--- src/rtl/traffic_timer_if.sv ---
// traffic_timer_if
//   Start/expire handshake between the traffic light controller and its
//   interval timer, plus the threshold config port.
//
//   Signals:
//     ST       controller -> timer  restart request (level, sampled per edge)
//     hold     controller -> timer  freeze count (and prescaler)
//     cfg_we   controller -> timer  pending-threshold write strobe
//     cfg_sel  controller -> timer  0 = short threshold, 1 = long threshold
//     cfg_data controller -> timer  threshold value
//     TS       timer -> controller  short interval expired
//     TL       timer -> controller  long interval expired
//     cnt      timer -> controller  current count (observe only)
//
//   Modports: master = controller side, slave = timer side.
interface traffic_timer_if #(
    parameter int CNT_W = 8
);
    logic             ST;
    logic             hold;
    logic             cfg_we;
    logic             cfg_sel;
    logic [CNT_W-1:0] cfg_data;
    logic             TS;
    logic             TL;
    logic [CNT_W-1:0] cnt;

    modport master (
        output ST, hold, cfg_we, cfg_sel, cfg_data,
        input  TS, TL, cnt
    );

    modport slave (
        input  ST, hold, cfg_we, cfg_sel, cfg_data,
        output TS, TL, cnt
    );
endinterface

--- src/rtl/traffic_timer.sv ---
// traffic_timer
//   Interval timer for the highway/farm-road traffic light controller.
//   ST restarts the count; TS/TL report that the short/long threshold has
//   been reached and stay high until the next ST. Thresholds are written to
//   pending registers and only become active on a restart, so a write never
//   disturbs an interval already being timed.
//
//   Ports:
//     clk      rising-edge clock
//     reset_n  asynchronous active-low reset
//     tif      traffic_timer_if.slave (ST, hold, cfg_we, cfg_sel, cfg_data,
//              TS, TL, cnt)
//
//   Build option:
//     TIMER_PRESCALE_EN  when defined, the count advances once every
//                        PRESCALE clocks instead of every clock.
module traffic_timer #(
    parameter int CNT_W    = 8,
    parameter int TS_CNT   = 4,
    parameter int TL_CNT   = 12,
    parameter int PRESCALE = 10
) (
    input  logic            clk,
    input  logic            reset_n,
    traffic_timer_if.slave  tif
);

    localparam logic [CNT_W-1:0] TS_RST = CNT_W'(TS_CNT);
    localparam logic [CNT_W-1:0] TL_RST = CNT_W'(TL_CNT);

    logic [CNT_W-1:0] cnt;
    logic [CNT_W-1:0] ts_act;
    logic [CNT_W-1:0] tl_act;
    logic [CNT_W-1:0] ts_pend;
    logic [CNT_W-1:0] tl_pend;
    logic             step_en;

    // Saturating increment: the count parks at all-ones instead of wrapping,
    // so an expired flag can never drop back by itself.
    function automatic logic [CNT_W-1:0] sat_inc(input logic [CNT_W-1:0] v);
        return (&v) ? v : v + 1'b1;
    endfunction

`ifdef TIMER_PRESCALE_EN
    localparam int               PRE_W    = (PRESCALE > 1) ? $clog2(PRESCALE) : 1;
    localparam logic [PRE_W-1:0] PRE_LAST = PRE_W'(PRESCALE - 1);

    logic [PRE_W-1:0] pre;

    // The count steps on the same edge that the prescaler wraps.
    assign step_en = (pre == PRE_LAST);

    always_ff @(posedge clk or negedge reset_n) begin
        if (!reset_n) begin
            pre <= '0;
        end else if (tif.ST) begin
            pre <= '0;
        end else if (!tif.hold) begin
            pre <= step_en ? '0 : pre + 1'b1;
        end
    end
`else
    // PRESCALE has no effect without the prescaler.
    logic unused_prescale;
    assign unused_prescale = (PRESCALE >= 1);
    assign step_en         = 1'b1;
`endif

    always_ff @(posedge clk or negedge reset_n) begin
        if (!reset_n) begin
            cnt     <= '0;
            ts_act  <= TS_RST;
            tl_act  <= TL_RST;
            ts_pend <= TS_RST;
            tl_pend <= TL_RST;
        end else begin
            if (tif.cfg_we) begin
                if (tif.cfg_sel) tl_pend <= tif.cfg_data;
                else             ts_pend <= tif.cfg_data;
            end

            if (tif.ST) begin
                cnt <= '0;
                // A write on the restart edge goes straight to the active
                // threshold so it applies to the interval starting now.
                ts_act <= (tif.cfg_we && !tif.cfg_sel) ? tif.cfg_data : ts_pend;
                tl_act <= (tif.cfg_we &&  tif.cfg_sel) ? tif.cfg_data : tl_pend;
            end else if (!tif.hold && step_en) begin
                cnt <= sat_inc(cnt);
            end
        end
    end

    assign tif.TS  = (cnt >= ts_act);
    assign tif.TL  = (cnt >= tl_act);
    assign tif.cnt = cnt;

endmodule

--- src/flat_wrapper.sv ---
// flat-port wrapper written by rule: the top's interface ports become plain ports
module traffic_timer_flat 
#(
    parameter int CNT_W    = 8,
    parameter int TS_CNT   = 4,
    parameter int TL_CNT   = 12,
    parameter int PRESCALE = 10
)
  (clk, reset_n, tif_ST, tif_hold, tif_cfg_we, tif_cfg_sel, tif_cfg_data, tif_TS, tif_TL, tif_cnt);
  traffic_timer_if #(.CNT_W(CNT_W)) tif_i ();
  input  logic clk;
  input  logic reset_n;
  input wire logic [$bits(tif_i.ST)-1:0] tif_ST;
  input wire logic [$bits(tif_i.hold)-1:0] tif_hold;
  input wire logic [$bits(tif_i.cfg_we)-1:0] tif_cfg_we;
  input wire logic [$bits(tif_i.cfg_sel)-1:0] tif_cfg_sel;
  input wire logic [$bits(tif_i.cfg_data)-1:0] tif_cfg_data;
  output wire logic [$bits(tif_i.TS)-1:0] tif_TS;
  output wire logic [$bits(tif_i.TL)-1:0] tif_TL;
  output wire logic [$bits(tif_i.cnt)-1:0] tif_cnt;
  assign tif_i.ST = tif_ST;
  assign tif_i.hold = tif_hold;
  assign tif_i.cfg_we = tif_cfg_we;
  assign tif_i.cfg_sel = tif_cfg_sel;
  assign tif_i.cfg_data = tif_cfg_data;
  assign tif_TS = tif_i.TS;
  assign tif_TL = tif_i.TL;
  assign tif_cnt = tif_i.cnt;
  traffic_timer #(.CNT_W(CNT_W), .TS_CNT(TS_CNT), .TL_CNT(TL_CNT), .PRESCALE(PRESCALE)) u_core (.clk(clk), .reset_n(reset_n), .tif(tif_i));
endmodule
--- config.mk ---
export PLATFORM = sky130hd
export DESIGN_NAME = traffic_timer_flat
export DESIGN_NICKNAME = d
export VERILOG_FILES = /design/src/rtl/traffic_timer_if.sv /design/src/rtl/traffic_timer.sv /design/src/flat_wrapper.sv
export SDC_FILE = /design/constraint.sdc
export NUM_CORES = 1
export LEC_CHECK = 0
export BUFFER_PORTS_ARGS = -buffer_cell sky130_fd_sc_hd__clkbuf_2
export CORE_ASPECT_RATIO = 0.8
export CORE_UTILIZATION = 57
export DETAILED_ROUTE_END_ITERATION = 10
export PLACE_DENSITY = 0.85
export RECOVER_POWER = 50
export SLEW_MARGIN = 20
export SYNTH_ARGS = -nofsm -noshare
export SYNTH_HDL_FRONTEND = slang
export SYNTH_SLANG_ARGS = --single-unit
--- constraint.sdc ---
create_clock -name clk -period 2.07 [get_ports clk]
set_input_delay 0.1035 -clock clk [delete_from_list [all_inputs] [get_ports clk]]
set_output_delay 0.1035 -clock clk [all_outputs]
set_load 0.02 [all_outputs]
==> flow_metrics.py <==
metrics = {
    "power_and_ir_drop": {
        "power.leakage_nw": 1.10,
        "powerDensity_nw_per_um2": 772,
        "seqPwrFrac": 0.540,
        "net-switching-power_mw": 0.467,
        "comb_power_share": 0.184,
        "switching_share": 0.263,
        "intPower_mw": 1.31,
        "ir_drop_uv": 510,
        "p_clk_frac": 0.276,
        "p_total_mw": 1.78,
    },
    "routing": {
        "wl_per_cell_um": 17.0,
        "routed.top_layer": "met4",
        "firstDrtPassIters": 4,
        "wl_met2_um": 1920,
        "ant_nets": 0,
        "drt_iter0_drc": 72,
        "route.met3.wl_um": 220,
        "wirelength_um": 3990,
        "via_count": 1338,
        "avgViaCountPerCell": 5.69,
        "drc": 0,
        "wl_met1_um": 1780,
    },
    "run": {
        "drv_cap": 0,
    },
    "clock_network": {
        "cts_made_buffers": 5,
        "cts_root_buffer": "clkbuf_8",
        "cts_buffer_depth": 2,
        "cts_tree": "built",
        "cts_sinks": 40,
        "htreeDepth": 2,
        "clk_pin_slew_ns": 0.07,
        "clkLatencyLatePin_ns": 0.30,
    },
    "yosys": {
        "async_flop_share": 1.00,
        "synth-main-ff-cell": "dfrtp_1",
        "seq_area_frac_synth": 0.485,
        "synth_nets": 195,
        "synth_cells": 164,
        "synth-seq-cells": 40,
        "synth-edff-count": 0,
        "synth.avg_cell_area_sq_um": 12.7,
        "yosysUniqueCellTypes": 34,
        "netlist_area_sq_um": 2080,
        "yosys_warnings": 0,
    },
    "grt": {
        "groute.usage.overall": 0.229,
        "grt_antenna_before_repair": 0,
        "first_global_vias": 1375,
        "grt_pass1_wl_um": 6640,
        "grt_overflow": 0,
        "grt_max_degree": 41,
    },
    "setup_path": {
        "r2r_end": "u_core.tif.cnt[0]$_DFFE_PN0P_",
        "r2r_slack_ns": 0.38,
        "crit_required_ns": 1.97,
        "r2r_cells": 5,
        "crit_path_end_kind": "output pin",
        "endpoint": "tif_TL",
        "startpoint": "u_core.tif.cnt[5]$_DFFE_PN0P_",
        "critPathLaunchType": "flop",
        "path_class": "reg -> out",
        "r2r-start": "u_core.tif.cnt[0]$_DFFE_PN0P_",
        "arrival_ns": 1.87,
        "cp_max_fo": 9,
    },
    "sta": {
        "setup_viol": 0,
        "final-hold-violation-count": 0,
        "clock.fmax_mhz": 507,
        "finalClockSkew_ns": 0.00603,
        "worstMarginPinSlew_ns": 0.964,
        "fin_crit_sh": 0.952,
        "finalSetupTns_ns": 0,
        "relSlewSlack": 0.358,
        "post-route-min-period_ns": 1.97,
        "slew_viol_final": 0,
        "rsz0062_at_grt": "false",
    },
    "placed_design": {
        "dpl.hpwl_um": 2830,
        "port_buffers": 23,
        "gp_congestion": 0.793,
        "dpl_cell_area_sq_um": 2220,
    },
    "floorplanning": {
        "row_count": 19,
        "start_util": 0.603,
        "die_h_um": 56.0,
        "core_sq_um": 3450,
        "io_pins": 24,
        "die_w_um": 69.5,
        "die_area_sq_um": 3890,
    },
    "min_path": {
        "hold_path_class": "in -> reg",
    },
    "layout": {
        "layout-drive-gt1-share": 0.306,
        "final_nets": 223,
        "antenna_cells": 0,
        "nFillCells": 264,
        "design_area_sq_um": 2300,
        "syn2layout_area_growth_pct": 10.9,
    },
    "outcome": {
        "status": "completed",
    },
}
## worst min-delay path by stage
stage / cells past startpoint / to / slack, ns / start
after floorplan: 0 / u_core.tif.cnt[0]$_DFFE_PN0P_ / -0.19 / reset_n
after global placement: 1 / u_core.ts_pend[1]$_DFFE_PN0P_ / 0.26 / reset_n
after CTS: 2 / u_core.ts_pend[1]$_DFFE_PN0P_ / 0.06 / tif_cfg_data[1]
final: 2 / u_core.tl_pend[0]$_DFFE_PN0P_ / 0.06 / tif_cfg_data[0]
after detailed placement: 1 / u_core.tl_pend[1]$_DFFE_PN0P_ / 0.30 / reset_n
after global routing: 2 / u_core.tl_pend[0]$_DFFE_PN0P_ / 0.07 / tif_cfg_data[0]
## synth_stat cells (4+ instances only)
| cell | number | share of area |
|---|---|---|
| dfrtp_1 | 34 | 0.41 |
| nor2b_1 | 4 | 0.012 |
| nor3_1 | 4 | 0.0096 |
| dfstp_2 | 6 | 0.076 |
| ha_1 | 17 | 0.10 |
| mux2_4 | 8 | 0.058 |
| inv_1 | 17 | 0.031 |
| mux2_2 | 26 | 0.14 |
| nand2b_1 | 6 | 0.018 |
## final cells by class
class	instances	area, sq um	area share
clock buffer	8	80.1	0.0347
sequential	40	1010	0.438
inverter	17	63.8	0.0277
multi-input combinational	102	968	0.420
timing repair buffer	26	130	0.0565
tap	42	52.6	0.0228
## cell usage in the layout (no fill, tap or decap), types with 2 or more instances in the layout
cell	synthesis	layout
dfrtp_1	34	33
mux2_2	26	22
inv_1	17	17
ha_1	17	17
clkbuf_2	0	17
mux2_1	0	12
clkbuf_1	1	9
nand2b_1	6	6
dfstp_2	6	6
clkbuf_8	0	5
nor2b_1	4	4
nor3_1	4	4
and4_1	3	3
a211oi_1	3	3
a21oi_1	3	3
nor2_1	3	3
and2_1	2	2
o2111ai_1	2	2
a2111oi_2	0	2
a21o_1	2	2
a221oi_2	0	2
o31ai_1	2	2
a31oi_1	2	2
nand4b_1	2	2
## registers in the layout (all words and copies together), names as in the netlist
| name | cells |
|---|---|
| u_core.ts_act | 8 |
| u_core.tl_pend | 8 |
| u_core.tif.cnt | 8 |
| u_core.ts_pend | 8 |
| u_core.tl_act | 8 |
## kinds of logic after synthesis
family / after synthesis / synth area share
AND/OR/NAND/NOR: 29 / 0.0879
buffers and inverters: 22 / 0.0464
adder cells (fa/ha/maj): 17 / 0.102
AO/OA/AOI/OAI: 21 / 0.0746
flip-flops: 40 / 0.485
multiplexers: 35 / 0.203
## metrics by stage
step	utilization	setup WS, ns	std cells	hold slack, ns
2_1_floorplan	-	0.320	164	-0.192
3_3_place_gp	0.644	0.340	225	0.263
3_5_place_dp	0.644	0.269	225	0.300
4_1_cts	0.673	0.0193	235	0.0597
5_1_grt	0.669	0.00508	235	0.0674
6_report	0.669	0.0993	235	0.0565
## worst max-delay path, cell delays in order, from the launching register on
cell and delay, ns:
dfrtp_1 0.48, ha_1 0.35, a21o_1 0.19, a221oi_2 0.26, o31ai_1 0.12, buf_2 0.17
## routing by layer
layer,up-vias,track usage
met5,-,0
met4,0,0.125
met3,8,0.0507
met2,32,0.366
met1,650,0.290
li1,648,-
## power groups by stage
stage	Sequential [mW]	Clock [mW]	Combinational, mW
2_1_floorplan	0.960	0	0.236
3_3_place_gp	0.969	0	0.303
3_5_place_dp	0.977	0	0.327
4_1_cts	0.961	0.504	0.339
5_1_grt	0.971	0.535	0.371
6_report	0.961	0.491	0.327
## repair_timing
action                                  CTS  global route
buffers inserted                          1             0
endpoints found under the hold margin    34             0
pin swaps                                 0             2
resized for setup                         2             7
endpoints found under the setup margin    2             2
hold buffers                              1             0
(Power assumes the default switching activity.)
